<file path="src/rtl/nn_pkg.sv">
// Shared definitions for the neuron-layer datapath: default word width,
// activation ceiling, writer state encoding and packed-bus lane helpers.
package nn_pkg;

    // Default accumulator / bias / activation width (two's complement).
    localparam int DATA_W_DEFAULT = 8;

    // Largest activation value at the default width.
    localparam int ACT_MAX = 2 ** (DATA_W_DEFAULT - 1) - 1;

    // Writer sequencing states.
    typedef enum logic [1:0] {
        IDLE = 2'd0,
        EMIT = 2'd1,
        DONE = 2'd2
    } state_t;

    // Lowest bit index of lane 'lane' in a packed bus of 'width'-bit words.
    function automatic int lane_lo(input int lane, input int width);
        return lane * width;
    endfunction

    // Largest non-negative value representable in a 'width'-bit signed word.
    function automatic int act_max(input int width);
        return (2 ** (width - 1)) - 1;
    endfunction

endpackage

</file>
<file path="src/rtl/nn_relu_sat.sv">
// Bias add, ReLU and positive saturation for one neuron lane.
// Purely combinational so later layers can reuse it unchanged.
module nn_relu_sat
    import nn_pkg::*;
#(
    parameter int DATA_W = DATA_W_DEFAULT
) (
    input  logic [DATA_W-1:0] acc,
    input  logic [DATA_W-1:0] bias,
    output logic [DATA_W-1:0] act
);

    // Positive ceiling: sign bit clear, all magnitude bits set.
    localparam logic [DATA_W-1:0] SAT_MAX = {1'b0, {(DATA_W - 1){1'b1}}};

    // One extra bit so the sum of two sign-extended words cannot overflow.
    logic [DATA_W:0] sum;

    // Sign-extended add, then clamp into 0..SAT_MAX.
    always_comb begin
        // NOTE: every combinational output gets a default before any branch,
        // so no path leaves it unassigned and no latch is inferred.
        act = '0;
        sum = {acc[DATA_W-1], acc} + {bias[DATA_W-1], bias};
        if (sum[DATA_W]) begin
            // Negative sum: ReLU clamps to zero.
            act = '0;
        end else if (sum[DATA_W-1]) begin
            // Non-negative but beyond the signed word range.
            act = SAT_MAX;
        end else begin
            act = sum[DATA_W-1:0];
        end
    end

endmodule

</file>
<file path="src/rtl/neuron_activation_writer.sv">
// Captures all neuron accumulators on the upstream ack, streams one
// activation per cycle into the next layer's input memory, then pulses
// req_next. A single shared relu/saturate unit is time-multiplexed over
// the lanes by the lane counter.
module neuron_activation_writer
    import nn_pkg::*;
#(
    parameter int N_NEURONS = 2,
    parameter int DATA_W    = DATA_W_DEFAULT,
    parameter int ADDR_W    = 1
) (
    input  logic                          clk,
    input  logic                          rst,
    input  logic                          ack_in,
    input  logic [N_NEURONS*DATA_W-1:0]   acc_in,
    input  logic [N_NEURONS*DATA_W-1:0]   bias_in,
    output logic                          mem_trig_w,
    output logic [ADDR_W-1:0]             mem_abus_w,
    output logic [DATA_W-1:0]             mem_dbus_w,
    output logic                          req_next,
    output logic                          busy,
    output logic                          overrun
);

    localparam logic [ADDR_W-1:0] LAST_LANE = ADDR_W'(N_NEURONS - 1);

    state_t                        state;
    state_t                        state_nxt;
    logic [ADDR_W-1:0]             lane;
    logic [N_NEURONS*DATA_W-1:0]   acc_q;
    logic [N_NEURONS*DATA_W-1:0]   bias_q;
    logic [DATA_W-1:0]             sel_acc;
    logic [DATA_W-1:0]             sel_bias;
    logic [DATA_W-1:0]             lane_act;
    logic                          accept;

    // A new burst starts only from IDLE; acks seen elsewhere are overruns.
    assign accept = (state == IDLE) && ack_in;

    // State register with synchronous reset.
    always_ff @(posedge clk) begin
        // NOTE: sequential state uses non-blocking assignments so every flop
        // samples pre-edge values regardless of statement order.
        if (rst) begin
            state <= IDLE;
        end else begin
            state <= state_nxt;
        end
    end

    // Next-state logic: IDLE -> EMIT on ack, EMIT for N lanes, one DONE cycle.
    always_comb begin
        state_nxt = state;
        unique case (state)
            IDLE:    if (ack_in) state_nxt = EMIT;
            EMIT:    if (lane == LAST_LANE) state_nxt = DONE;
            DONE:    state_nxt = IDLE;
            default: state_nxt = IDLE;
        endcase
    end

    // Capture registers and lane counter.
    always_ff @(posedge clk) begin
        if (rst) begin
            // NOTE: the capture bank is a handful of flops, not a RAM, so it
            // is cleared on reset; a real memory array would be left unreset.
            acc_q  <= '0;
            bias_q <= '0;
            lane   <= '0;
        end else if (accept) begin
            acc_q  <= acc_in;
            bias_q <= bias_in;
            lane   <= '0;
        end else if ((state == EMIT) && (lane != LAST_LANE)) begin
            // Hold on the last lane so the address never wraps mid-burst.
            lane <= lane + 1'b1;
        end
    end

    // Sticky overrun: any ack while a burst is in flight; only reset clears it.
    always_ff @(posedge clk) begin
        if (rst) begin
            overrun <= 1'b0;
        end else if (ack_in && (state != IDLE)) begin
            overrun <= 1'b1;
        end
    end

    // Lane mux feeding the shared activation unit.
    always_comb begin
        sel_acc  = '0;
        sel_bias = '0;
        for (int i = 0; i < N_NEURONS; i++) begin
            if (lane == ADDR_W'(i)) begin
                sel_acc  = acc_q[lane_lo(i, DATA_W) +: DATA_W];
                sel_bias = bias_q[lane_lo(i, DATA_W) +: DATA_W];
            end
        end
    end

    nn_relu_sat #(
        .DATA_W (DATA_W)
    ) u_relu_sat (
        .acc  (sel_acc),
        .bias (sel_bias),
        .act  (lane_act)
    );

    // Write port and handshake outputs decoded from registered state only,
    // so address and data are stable for the whole strobe cycle.
    always_comb begin
        mem_trig_w = (state == EMIT);
        mem_abus_w = '0;
        mem_dbus_w = '0;
        if (state == EMIT) begin
            mem_abus_w = lane;
            mem_dbus_w = lane_act;
        end
        req_next = (state == DONE);
        busy     = (state != IDLE);
    end

endmodule

</file>
<file path="config.mk">
export PLATFORM = sky130hd
export DESIGN_NAME = neuron_activation_writer
export DESIGN_NICKNAME = d
export VERILOG_FILES = /design/src/rtl/nn_pkg.sv /design/src/rtl/nn_relu_sat.sv /design/src/rtl/neuron_activation_writer.sv
export SDC_FILE = /design/constraint.sdc
export NUM_CORES = 1
export LEC_CHECK = 0
export ABC_AREA = 1
export CORE_ASPECT_RATIO = 0.6
export CORE_MARGIN = 3
export CORE_UTILIZATION = 40
export DETAILED_ROUTE_END_ITERATION = 12
export GPL_ROUTABILITY_DRIVEN = 0
export PLACE_DENSITY = 0.66
export SLEW_MARGIN = 40
export SYNTH_ARGS = -nofsm -noshare
export SYNTH_HDL_FRONTEND = slang
export SYNTH_SLANG_ARGS = --single-unit
</file>
<file path="constraint.sdc">
create_clock -name clk -period 2.7 [get_ports clk]
set_clock_uncertainty 0.05 [all_clocks]
set_input_delay 0.54 -clock clk [delete_from_list [all_inputs] [get_ports clk]]
set_output_delay 0.54 -clock clk [all_outputs]
set_load 0.01 [all_outputs]
</file>
==> results by group <==
Power and ir drop
  • Worst-case vdd ir drop: 272 uV
  • Overall power after layout: 1410 uW
  • Power density relative to cell area: 474 nW/um^2
  • Static Leak: 0.00140 uW

Worst setup path
  • CP most frequent cell: sky130_fd_sc_hd__nand2_2
  • Critical-path maximum fanout: 5
  • Arrival time at the worst endpoint: 2.18 ns
  • Cell-by-cell trace of the critical path: buf_6 > nand2_2 > nand2_2 > ha_4 > fa_2 > nand2_2 > nand2_2 > nand4_1 > inv_1 > nor2_2 > nor2_4 > nand2_1 > inv_1 > buf_2
  • Number of cells on the critical path: 14
  • Worst path max stage delay: 0.37 ns
  • Crit Path Class: reg2out
  • Kind of start point of the critical path: register
  • Crit path max-delay family: simple AND/OR/NAND/NOR gates
  • Required time at the endpoint of the critical path: 2.11 ns
  • Sum of buffers and inverters on the critical path: 4
  • Depth of the most critical reg-to-reg path: 5
  • Critical Path End Type: primary output
  • Library cell contributing the largest single delay on the critical path: sky130_fd_sc_hd__dfxtp_4

CTS
  • Num CTS Buffers: 5
  • Clock Sink Count: 36
  • Clock Tree Buf Depth: 2
  • Clock tree from TritonCTS: built
  • Clock slew at reported path FFs: 0.08 ns
  • H-tree depth: 2
  • Post-cts hold buffer count: 0
  • Buffer type at the clock tree root: sky130_fd_sc_hd__clkbuf_8
  • Clk_lat worst skew: 0.29 ns

Final layout
  • Filler instances: 424
  • Post-Layout Cell Count: 440
  • Number of inserted diodes: 0
  • Final core utilization: 0.628
  • Share of post-route cells with drive strength above 1: 0.239
  • Signed area change from the synthesized netlist to the final layout: 47.0%
  • Net count of the finished layout: 420
  • Most common cell after layout, fill and taps aside: sky130_fd_sc_hd__nand2_1
  • Most used cells in the layout excluding fill and tap cells: 123 x sky130_fd_sc_hd__nand2_1, 39 x sky130_fd_sc_hd__clkdlybuf4s50_1, 36 x sky130_fd_sc_hd__a21oi_1

Floorplan
  • Die width: 97.8 um
  • Total core area: 4730 um^2
  • Number of top-level pins: 48
  • Die height: 61.1 um
  • Total die area: 5970 um^2
  • Starting Density: 0.427
  • Count of standard-cell rows: 19

Logic synthesis
  • Cell types with the largest area share after synthesis: sky130_fd_sc_hd__dfxtp_1 36%, sky130_fd_sc_hd__nand2_1 28%, sky130_fd_sc_hd__a21oi_1 8.9%
  • Count of synthesis-stage warnings from yosys: 0
  • Number of synthesized register bits: 36
  • Synth area leader: sky130_fd_sc_hd__dfxtp_1
  • Synth unique cells: 28
  • Post-synth design cell area: 2020 um^2
  • Net Count, Synth: 359
  • Register area share after synthesis: 0.356
  • Post-Syn Instances: 315
  • Yosys top cell area share: 0.356
  • Post-Synthesis Mean Instance Area: 6.42 um^2

STA
  • Peak Freq: 360 MHz
  • Endpoints failing hold: 0
  • Final period utilization: 1.03
  • Final setup margin: -0.0744 ns
  • Setup total negative slack: -0.369 ns
  • Total count of max-transition violations in the final report: 0
  • RSZ-0062 raised after global routing: true
  • Fin crit period: 2.77 ns
  • Setup violators final: 5

Global route
  • GRT Resource Usage Total: 0.178
  • Gr ovfl total: 0
  • Pin count of the biggest net entering global routing: 37
  • Number of global-route vias before repair: 1,744
  • Antenna violations before repair: 0
  • Wire length of the first global-routing pass: 8380 um

Detailed routing
  • Post-DR vias/cell: 4.72
  • Remaining number of nets flagged by the antenna check after routing: 0
  • DR vias: 2,077
  • Post-Route WL: 5340 um
  • Average detailed-routed wire length per instance: 12.1 um
  • Count of unresolved DRC violations after routing: 0
  • DRT iter0 DRCs: 76
  • Length of the first detailed-routing pass in iterations: 4

Min path
  • Worst Hold Depth: 2
  • Classification of the worst-slack hold path: reg2reg

Placed design
  • Placement-stage worst setup slack: -0.246 ns
  • Placed instance count: 429
  • Input/output buffers: 46
  • Half-perimeter wire length of the detailed placement result: 3840 um

Outcome
  • Result of the run: finished with violations
  • Violations in the final reports: negative setup slack

Job
  • Count of max-cap constraint violations: 0
[state kept, by name, summed over array words and instances, names as in the netlist]
name / flops
state: 2
acc_q: 16
lane: 1
overrun: 1
bias_q: 16
[per-stage QoR]
stage	hold WS [ns]	instance area [um^2]
after floorplan	0.394	2020
after global placement	0.402	2620
after detailed placement	0.406	2620
after CTS	0.418	2800
after global routing	0.441	2970
final	0.417	2970
[worst reg2reg max path, cell delays in order, from the launching register on]
cell and delay (ns):
sky130_fd_sc_hd__dfxtp_1 0.36, sky130_fd_sc_hd__nor2_2 0.16, sky130_fd_sc_hd__nand2_4 0.24, sky130_fd_sc_hd__inv_4 0.34, sky130_fd_sc_hd__nand2_1 0.14, sky130_fd_sc_hd__a21oi_1 0.13
[where the power goes]
| group | leakage [uW] | switching (uW) | internal [uW] | total (uW) |
|---|---|---|---|---|
| Combinational | 0.00105 | 205 | 199 | 404 |
| Clock | 0.0000516 | 207 | 209 | 416 |
| Sequential | 0.000296 | 23.7 | 565 | 589 |
[synthesized netlist by cell type]
cell type / n
sky130_fd_sc_hd__nor2_1: 8
sky130_fd_sc_hd__a21oi_1: 36
sky130_fd_sc_hd__clkbuf_1: 5
sky130_fd_sc_hd__a21oi_2: 1
sky130_fd_sc_hd__nand3_1: 11
sky130_fd_sc_hd__nand3b_1: 1
sky130_fd_sc_hd__inv_4: 1
sky130_fd_sc_hd__ha_1: 8
sky130_fd_sc_hd__nand2_2: 2
sky130_fd_sc_hd__nand3_2: 1
sky130_fd_sc_hd__o21ai_0: 2
sky130_fd_sc_hd__nor3_1: 1
sky130_fd_sc_hd__a211oi_1: 1
sky130_fd_sc_hd__buf_6: 3
sky130_fd_sc_hd__buf_2: 6
sky130_fd_sc_hd__nor2_2: 1
sky130_fd_sc_hd__fa_1: 1
sky130_fd_sc_hd__nand2_4: 1
sky130_fd_sc_hd__inv_1: 29
sky130_fd_sc_hd__inv_2: 1
sky130_fd_sc_hd__dfxtp_1: 36
sky130_fd_sc_hd__nor2_4: 2
sky130_fd_sc_hd__buf_4: 1
sky130_fd_sc_hd__xnor2_1: 1
sky130_fd_sc_hd__nand2_1: 149
sky130_fd_sc_hd__xor2_1: 1
sky130_fd_sc_hd__conb_1: 1
sky130_fd_sc_hd__nand4_1: 4
[routing by layer]
layer,share of wire,routed length [um],global-route usage
met5,0,0,0
met4,0.017,93,0.0592
met3,0.054,289,0.0419
met2,0.42,2240,0.251
met1,0.51,2720,0.268
[layout make-up]
type	instances	area (um^2)	area share
inverter	31	121	0.0408
multi-input combinational	233	1330	0.448
sequential	36	724	0.244
clock inverter	2	13.8	0.00463
tap	63	78.8	0.0265
timing repair buffer	69	619	0.208
clock buffer	6	82.6	0.0278
[timing repair]
item | in CTS | in global routing
pin swaps | 14 | 25
resized for setup | 50 | 38
setup buffers | 2 | 1
hold endpoints to repair | 0 | 0
setup endpoints to repair | 7 | 7
[kinds of logic after synthesis]
family	count (synthesis)	synth area share
compound gates	40	0.102
xor+xnor	2	0.00866
fa+ha+maj	9	0.0594
buf+inv	46	0.103
flops	36	0.356
other cells	1	0.00185
simple gates	181	0.368
[final timing paths]
kind                                 start       endpoint  slack, ns
worst min register to register  bias_q[12]     bias_q[12]       0.42
worst min-delay path            bias_q[12]     bias_q[12]       0.42
worst max-delay path                  lane  mem_dbus_w[4]      -0.07
worst max register to register    state[1]       acc_q[1]       1.22
Note: power is estimated with default switching activity, not from simulation.
